[src/rtl/uart_tx_arbiter.sv]
// Round-robin arbiter sharing one UART transmitter between NUM_REQ byte-stream requesters.
// Packets are never interleaved. Optional HOLD timeout: define UART_ARB_TIMEOUT_EN.
module uart_tx_arbiter #(
    parameter int NUM_REQ      = 4,
    parameter int IDLE_TIMEOUT = 1024
) (
    input  logic                   i_CLK,
    input  logic                   i_RESET,
    input  logic [NUM_REQ-1:0]     i_req_VALID,
    input  logic [NUM_REQ*8-1:0]   i_req_DATA,
    input  logic [NUM_REQ-1:0]     i_req_LAST,
    output logic [NUM_REQ-1:0]     o_req_READY,
    output logic [NUM_REQ-1:0]     o_GRANT,
    output logic                   o_ARB_BUSY,
    output logic                   o_tx_DATA_READY,
    output logic [7:0]             o_tx_DATA,
    input  logic                   i_tx_BUSY,
    input  logic                   i_tx_DONE
);

    localparam int IDXW = (NUM_REQ > 1) ? $clog2(NUM_REQ) : 1;

    localparam logic [1:0] S_IDLE = 2'd0;
    localparam logic [1:0] S_SEND = 2'd1;
    localparam logic [1:0] S_WAIT = 2'd2;
    localparam logic [1:0] S_HOLD = 2'd3;

    logic [1:0]         r_state;
    logic [NUM_REQ-1:0] r_grant;
    logic [IDXW-1:0]    r_owner;
    logic [IDXW-1:0]    r_last_owner;
    logic [7:0]         r_data;
    logic               r_last;
`ifdef UART_ARB_TIMEOUT_EN
    logic [15:0]        r_tmo;
`endif

    logic [IDXW-1:0]    w_win;
    logic               w_win_vld;
    logic [IDXW-1:0]    w_sel;
    logic [NUM_REQ-1:0] w_ready;
    logic               w_take;
    logic [7:0]         w_byte;
    logic               w_byte_last;
    logic [NUM_REQ-1:0] w_sel_onehot;

    // Highest priority goes to the requester right after the previous owner.
    function automatic logic [IDXW-1:0] rr_pick(input logic [NUM_REQ-1:0] vld,
                                                input logic [IDXW-1:0]    last);
        int idx;
        logic [IDXW-1:0] pick;
        pick = last;
        for (int i = NUM_REQ; i >= 1; i--) begin
            idx = (int'(last) + i) % NUM_REQ;
            if (vld[idx]) pick = IDXW'(idx);
        end
        return pick;
    endfunction

    always_comb begin
        w_win     = rr_pick(i_req_VALID, r_last_owner);
        w_win_vld = |i_req_VALID;
    end

    always_comb begin
        w_ready = '0;
        w_sel   = (r_state == S_HOLD) ? r_owner : w_win;
        if (!i_RESET) begin
            if (r_state == S_IDLE && w_win_vld && !i_tx_BUSY)
                w_ready[w_win] = 1'b1;
            else if (r_state == S_HOLD && i_req_VALID[r_owner])
                w_ready[r_owner] = 1'b1;
        end
    end

    always_comb begin
        w_take       = |w_ready;
        w_byte       = i_req_DATA[w_sel*8 +: 8];
        w_byte_last  = i_req_LAST[w_sel];
        w_sel_onehot = NUM_REQ'(1) << w_sel;
    end

    always_ff @(posedge i_CLK) begin
        if (i_RESET) begin
            r_state      <= S_IDLE;
            r_grant      <= '0;
            r_owner      <= '0;
            r_last_owner <= IDXW'(NUM_REQ - 1);
            r_data       <= 8'h00;
            r_last       <= 1'b0;
`ifdef UART_ARB_TIMEOUT_EN
            r_tmo        <= 16'd0;
`endif
        end else begin
            case (r_state)
                S_IDLE: begin
                    if (w_take) begin
                        r_data  <= w_byte;
                        r_last  <= w_byte_last;
                        r_owner <= w_sel;
                        r_grant <= w_sel_onehot;
                        r_state <= S_SEND;
                    end
                end
                S_SEND: r_state <= S_WAIT;
                S_WAIT: begin
                    if (i_tx_DONE) begin
                        if (r_last) begin
                            r_grant      <= '0;
                            r_last_owner <= r_owner;
                            r_state      <= S_IDLE;
                        end else begin
                            r_state <= S_HOLD;
`ifdef UART_ARB_TIMEOUT_EN
                            r_tmo   <= 16'd0;
`endif
                        end
                    end
                end
                S_HOLD: begin
                    if (w_take) begin
                        r_data  <= w_byte;
                        r_last  <= w_byte_last;
                        r_state <= S_SEND;
`ifdef UART_ARB_TIMEOUT_EN
                    end else if (r_tmo == 16'(IDLE_TIMEOUT - 1)) begin
                        // Stalled owner gives up the transmitter; a late byte starts a new packet.
                        r_grant      <= '0;
                        r_last_owner <= r_owner;
                        r_state      <= S_IDLE;
                    end else begin
                        r_tmo <= r_tmo + 16'd1;
`endif
                    end
                end
                default: r_state <= S_IDLE;
            endcase
        end
    end

    assign o_req_READY     = w_ready;
    assign o_GRANT         = r_grant;
    assign o_ARB_BUSY      = (r_state != S_IDLE);
    assign o_tx_DATA_READY = (r_state == S_SEND);
    assign o_tx_DATA       = r_data;

endmodule
[config.mk]
export PLATFORM = sky130hd
export DESIGN_NAME = uart_tx_arbiter
export DESIGN_NICKNAME = d
export VERILOG_FILES = /design/src/rtl/uart_tx_arbiter.sv
export SDC_FILE = /design/constraint.sdc
export NUM_CORES = 1
export LEC_CHECK = 0
export CAP_MARGIN = 5
export CORE_MARGIN = 2
export CORE_UTILIZATION = 47
export CTS_CLUSTER_DIAMETER = 30
export DETAILED_ROUTE_END_ITERATION = 10
export PLACE_DENSITY = 0.94
export SYNTH_ARGS = -nofsm -noshare
export SYNTH_HDL_FRONTEND = slang
export SYNTH_SLANG_ARGS = --single-unit
[constraint.sdc]
create_clock -name i_CLK -period 3.85 [get_ports i_CLK]
set_input_delay 0.77 -clock i_CLK [delete_from_list [all_inputs] [get_ports i_CLK]]
set_output_delay 0.77 -clock i_CLK [all_outputs]
set_load 0.05 [all_outputs]
==> impl_metrics.toml <==
[outcome]
run_status = "finished, final reports clean"

[clocking]
root_buffer = "clkbuf_4"
post-cts-setup-buffer-count = 0
clk_path_buf_depth = 2
cts_max_level = 1
cts_resized = 0
clkLatencyLatePin_ns = 0.31
clk_pin_slew_worst_paths_ns = 0.11
hold_buffers = 0
cts_sinks = 19
cts_tree = "yes"
numCtsBuffers = 3

[critical_path]
arrival_ns = 2.71
critPathMaxFanout = 8
critical_path.endpoint_type = "output pin"
startpoint_type = "primary input"
critPathKind = "primary input to output pin"
critical_path_required_ns = 3.08

[detailed_routing]
totalWireLength_um = 4211
top_layer = "met4"
first_iter_violations = 67
ant_nets = 0
wl_met1_um = 1735
drc_errors = 0
via_per_inst = 5.687
wl_per_cell_um = 14.83
dr_wl_met2_um = 2125
vias = 1615
routed-wl-met3_um = 288
drtPass1Iterations = 4

[global_route]
grt_use_total_pct = 23.59
grt_pass1_vias = 1506
grt-ovfl-total = 0
antenna_found_initial = 0
grt_start_max_net_pins = 21
grt_pass1_wl_um = 6693

[timing]
worst_pin_slew_ns = 0.7782
grt_setup_unrepaired = "false"
finalHoldViolCount = 0
fin_crit_sh_pct = 90.38
fin_skew_ns = 0.004306
relSlewSlack_pct = 47.73
slew_violations = 0
max_freq_ghz = 0.2874
setup_viol = 0
finalCriticalPeriod_ns = 3.480
fin_setup_tns_ns = 0

[placement]
io_buffers = 61
placed_area_sq_um = 2253
gp_congestion = 1.012
hpwl_um = 3282

[power_and_ir_drop]
p_leak_nw = 0.8485
ir_worst_vdd_mv = 0.3595
pwr_density_cell_nw_per_um2 = 522.9

[layout]
final_area_sq_um = 2281
multi_input_area_sq_um = 1089
syn_to_final_growth_pct = 45.14
fin_nets = 289
utilization_pct = 72.92
num_antenna_cells = 0
seqCellArea_sq_um = 380.4
drive_gt1_share_pct = 13.33
fillCellCount = 225

[yosys]
synth_cell_types = 45
synth_ff_type = "dfxtp_1"
synth_fp_nets = 231
netlist_top_cells_area = "dfxtp_1 (24%), mux2i_1 (14%), nor2b_1 (7.2%)"
avgSynthCellArea_sq_um = 8.587
synth_top_area_share_pct = 24.20
synth_edf_count = 0
async_reset_ff_share_pct = 0
ys_warn_count = 0
ys_ff_latch = 19
yosysTopAreaCell = "dfxtp_1"
ys_seq_area_share_pct = 24.20
synth_cells = 183
synth_area_sq_um = 1572

[floorplan]
die_w_um = 61.83
dieArea_sq_um = 3822
ios = 62
start_util_pct = 50.24
coreArea_sq_um = 3128
floorplan.rows = 20
die_h_um = 61.83

[worst_hold_path]
hp-class = "register to register"

[run]
maxCapViolCount = 0
## per-layer routing
metal / track usage, % / up-vias
met3: 7.246 / 6
met2: 36.24 / 57
met5: 0 / -
li1: - / 787
met4: 8.815 / 0
met1: 31.15 / 765
## cells by family after synthesis
kind of cell | share of synthesized area (%)
flops | 24.20
simple gates | 19.90
buf+inv | 6.768
compound gates | 25.48
fa+ha+maj | 3.185
mux | 20.46
## worst max-delay path, cell delays in order
cell	delay (ns)
clkdlybuf4s50_1	0.53
or4_4	0.50
and2_4	0.21
a311oi_2	0.49
buf_12	0.21
## layout make-up
type | instances | share of cell area [%]
multi-input cells | 140 | 47.72
repair buffers | 66 | 30.17
flip-flops and latches | 19 | 16.68
well taps | 44 | 2.414
inverters | 11 | 1.810
clock buffers | 3 | 0.9874
clock inverters | 1 | 0.2194
## cells in the mapped netlist, drive strengths merged (2+ instances only)
master	n
nand2b	5
a211oi	2
inv	11
or3	2
dfxtp	19
a21oi	3
a32oi	3
mux2i	22
a311oi	3
o211ai	3
o31ai	2
clkbuf	5
and2	3
nor2	6
buf	8
ha	4
nor2b	18
nor3b	2
nand2	6
o21ai	25
o32ai	4
mux2	9
a211o	2
## cell usage in the layout (no fill, tap or decap), drive strengths merged, types with 2 or more instances in the layout
master         count
nor3b              2
inv               11
o211ai             3
a211oi             2
a32oi              3
nand2b             5
o21ai             25
nor2               6
and2               3
o31ai              2
ha                 4
a311oi             3
mux2               9
a21oi              3
nor2b             18
nand2              6
or3                2
mux2i             22
buf                9
a211o              2
clkdlybuf4s50     57
clkbuf             3
dfxtp             19
o32ai              4
## worst paths after layout
check            startpoint              to  slack [ns]  depth (start not counted)
min reg2reg      o_GRANT[3]      o_GRANT[3]        0.50                          2
max          i_req_VALID[2]  o_req_READY[0]        0.37                          5
min              o_GRANT[3]      o_GRANT[3]        0.50                          2
max reg2reg      r_state[1]      o_GRANT[2]        0.90                          8
## flip-flops by register name, summed over array words and instances (netlist names)
name and flops:
o_GRANT 4, o_tx_DATA 8, r_last 1, r_last_owner 2, r_owner 2, r_state 2
## stage by stage
| step | power [mW] | worst slack (ns) | instances | hold WS [ns] |
|---|---|---|---|---|
| final | 1.193 | 0.3702 | 284 | 0.4998 |
| after detailed placement | 1.084 | 0.3123 | 280 | 0.4855 |
| after CTS | 1.190 | 0.3783 | 284 | 0.5022 |
| after floorplan | 0.8463 | 0.5569 | 183 | 0.4725 |
| after global routing | 1.261 | 0.2886 | 284 | 0.5263 |
| after global placement | 1.067 | 0.4145 | 280 | 0.4669 |
## power breakdown
group / switching (mW) / total (mW) / internal, mW
Clock: 0.0674 / 0.106 / 0.0389
Combinational: 0.462 / 0.791 / 0.329
Sequential: 0.0418 / 0.295 / 0.253
Power figures use the tool's default switching activity.
==> variant 1, RTL diff (config.mk and constraints unchanged) <==
Make the reset (`i_RESET`) asynchronous in one clocked block.
--- a/src/rtl/uart_tx_arbiter.sv
+++ b/src/rtl/uart_tx_arbiter.sv
@@ -82,3 +82,3 @@
 
-    always_ff @(posedge i_CLK) begin
+    always_ff @(posedge i_CLK or posedge i_RESET) begin
         if (i_RESET) begin
Formal check against the unedited RTL: differs if i_RESET is asserted again (counterexample within 4 cycles, from zero or initial values and one cycle with i_RESET high); with i_RESET held inactive, the same outputs for 4 cycles.
==> variant 1 against the unedited design <==
Setup slack got worse by 0.020 ns; routed wire length shrank 3.7%; power is 53% higher; critical path depth grew 2; synthesized cell count shrank 14%; cell area grew 0.60%; hold slack gained 0.0071 ns; sequential power grew 37%; sequential cell count did not move; global-route usage shrank 1.0 points; clock skew is 0.0036 ns higher; non-clock buffer count down 1; area after synthesis rose by 0.64%.
==> variant 1: results <==
export IMPL_status="completed"
export IMPL_r2r_start="r_state[0]$_DFFE_PP0P_"
export IMPL_synthTopCellsByArea="dfrtp_1, mux2i_1, mux2_2, dfstp_2, ha_1"
export IMPL_power_combinational_mw=1.32
export IMPL_drive_gt1_share_pct=17.4
export IMPL_num_vias=1452
export IMPL_yosysUniqueCellTypes=50
export IMPL_skew_ns=0.00787
export IMPL_ys_seq_area_share_pct=30.2
export IMPL_syn_inst=158
export IMPL_whs_ns=0.507
export IMPL_grt_pass1_vias=1439
export IMPL_power_frac_clock_pct=5.6
export IMPL_met1_length_mm=1.69
export IMPL_wl_met2_mm=2.11
export IMPL_worst_r2r_endpoint="o_tx_DATA[7]$_DFFE_PP0P_"
export IMPL_p_switching_uw=900
export IMPL_antenna_cells=0
export IMPL_synthArstFlopShare_pct=100
export IMPL_yosys_top_cells_count="mux2i_1, dfrtp_1, mux2_2, a21oi_1"
export IMPL_drtIter0Drc=137
export IMPL_grt_usage_pct=22.5
export IMPL_rr_worst_depth=7
export IMPL_place_ws_ns=0.386
export IMPL_grt_pass1_wl_mm=6.36
export IMPL_slew_headroom_pct=65.4
export IMPL_hold_depth=1
export IMPL_placed_area_um2=2270
export IMPL_avgRoutedWirePerCell_um=15.3
export IMPL_synthMuxAreaShare_pct=26.3
export IMPL_peakVddDrop_uv=442
export IMPL_gp_congestion=0.844
export IMPL_maxUsedRoutingLayer="met4"
export IMPL_use_met1_pct=28.1
export IMPL_syn_nets=206
export IMPL_use_met2_pct=38.4
export IMPL_postCtsSetupBuffers=0
export IMPL_synthFlopType="dfrtp_1"
export IMPL_stdcell_count=265
export IMPL_met3_usage_pct=4.97
export IMPL_dp_hpwl_mm=3.17
export IMPL_synth_compound_area_share_pct=19.5
export IMPL_dr_wl_met3_um=199
export IMPL_cp_data_arrival_time_ns=2.73
export IMPL_dpl_cell_count=261
export IMPL_grt_max_degree=23
export IMPL_rrSetupSlack_ns=1.11
export IMPL_synth_area_leader_cell="dfrtp_1"
export IMPL_cts_root_buf="clkbuf_4"
-- variant 1: area by class of cell --
type,instances,area (µm²)
clock buffer,3,22.5
clock inverter,1,5.00
fill,266,990
inverter,7,26.3
multi-input combinational,124,1020
sequential,19,478
tap,46,57.6
timing repair buffer,65,681
-- variant 1: critical path, stage by stage --
cell and delay [ns]:
clkdlybuf4s50_1 0.51, nor4_2 0.38, or2_1 0.31, a211oi_1 0.08
a211o_1 0.35, inv_2 0.16, buf_12 0.15
-- variant 1: how the worst max path moves through the flow --
stage	end	depth (start not counted)	from	slack [ns]
after floorplan	o_req_READY[3]	6	i_req_VALID[1]	0.87
after global placement	o_req_READY[1]	7	i_req_VALID[0]	0.42
after detailed placement	o_req_READY[1]	7	i_req_VALID[0]	0.39
after CTS	o_req_READY[1]	7	i_req_VALID[0]	0.38
after global routing	o_req_READY[1]	7	i_req_VALID[0]	0.22
final	o_req_READY[1]	7	i_req_VALID[0]	0.35
==> variant 2, RTL diff (config.mk and constraints unchanged) <==
Without the edit above. The option `UART_ARB_TIMEOUT_EN` is turned on by a define.
--- a/src/rtl/uart_tx_arbiter.sv
+++ b/src/rtl/uart_tx_arbiter.sv
@@ -2,2 +2,4 @@
 // Packets are never interleaved. Optional HOLD timeout: define UART_ARB_TIMEOUT_EN.
+`define UART_ARB_TIMEOUT_EN
+
 module uart_tx_arbiter #(
Check against the original RTL: same outputs for any inputs over 4 cycles, from zero or initial values and one cycle with i_RESET high; that may be too few to reach the edited logic, so the function may still have changed.
==> variant 2 against the unedited design <==
Area after synthesis increased by 56%; count of clock-buffer cells in the layout up 3; routed wire length is 70% higher; synthesized cell count increased by 58%; setup slack improved by 0.036 ns; sequential cell count is 16 higher; power is 89% higher; critical path depth grew 2; cell area up 45%; global-route usage increased by 0.72 points; largest cell class unchanged.
==> variant 2: results <==
export IMPL_status="completed"
export IMPL_avgRoutedWirePerCell_um=17.1
export IMPL_p_sw_share_pct=47.9
export IMPL_synthTopCellsByArea="dfxtp_1, mux4_2, mux2i_1, a21oi_1, nand2b_1"
export IMPL_first_pass_iters=5
export IMPL_r2r_start="r_state[0]$_SDFFE_PP0P_"
export IMPL_worstPathMaxFanout=10
export IMPL_cp_data_arrival_time_ns=2.67
export IMPL_viasPerCell=6.19
export IMPL_skew_ns=0.00666
export IMPL_cts_reportedPaths_clkPinSlew_ns=0.07
export IMPL_drive_gt1_share_pct=12.3
export IMPL_syn_nets=340
export IMPL_peakVddDrop_uv=507
export IMPL_rrSetupSlack_ns=0.67
export IMPL_fin_nets=400
export IMPL_tightestPinTransition_ns=0.700
export IMPL_grt_pass1_vias=2459
export IMPL_grt_usage_pct=24.3
export IMPL_grt_max_degree=36
export IMPL_leakage_nw=1.26
export IMPL_drtIter0Drc=240
export IMPL_synth_compound_area_share_pct=18.2
export IMPL_worst_r2r_endpoint="r_tmo[5]$_SDFFE_PP0P_"
export IMPL_hold_end="r_tmo[8]$_SDFFE_PP0P_"
export IMPL_critPathMaxStageDelay_ns=0.42
export IMPL_gp_congestion=0.921
export IMPL_p_int_mw=1.17
export IMPL_crit_start="i_req_VALID[3]"
export IMPL_grt_pass1_wl_mm=11.7
export IMPL_cts_buffers=5
export IMPL_dp_hpwl_mm=5.18
## variant 2: cell type report
cell class | count | area, µm²
Tap cell | 70 | 87.6
Inverter | 8 | 30.0
Clock buffer | 6 | 72.6
Timing Repair Buffer | 74 | 748
Multi-Input combinational cell | 226 | 1660
Fill cell | 404 | 1780
Sequential cell | 35 | 701
## variant 2: through the flow
step | worst slack [ns] | instance area, µm² | hold slack, ns | instances
detailed placement | 0.301 | 3220 | 0.472 | 413
CTS | 0.399 | 3300 | 0.489 | 419
global placement | 0.381 | 3220 | 0.459 | 413
global route | 0.317 | 3300 | 0.502 | 419
floorplan | 0.285 | 2480 | 0.447 | 290
finish | 0.406 | 3300 | 0.481 | 419
## variant 2: per-layer routing
metal / wire length (µm) / track usage [%]
met1: 2800 / 28.5
met2: 3680 / 43.2
met3: 434 / 5.81
met4: 234 / 8.55
met5: 0 / 0
## variant 2: tightest hold or removal path, stage by stage (launching register included)
cell,delay (ns)
dfxtp_1,0.32
o31ai_1,0.06
a21oi_1,0.05
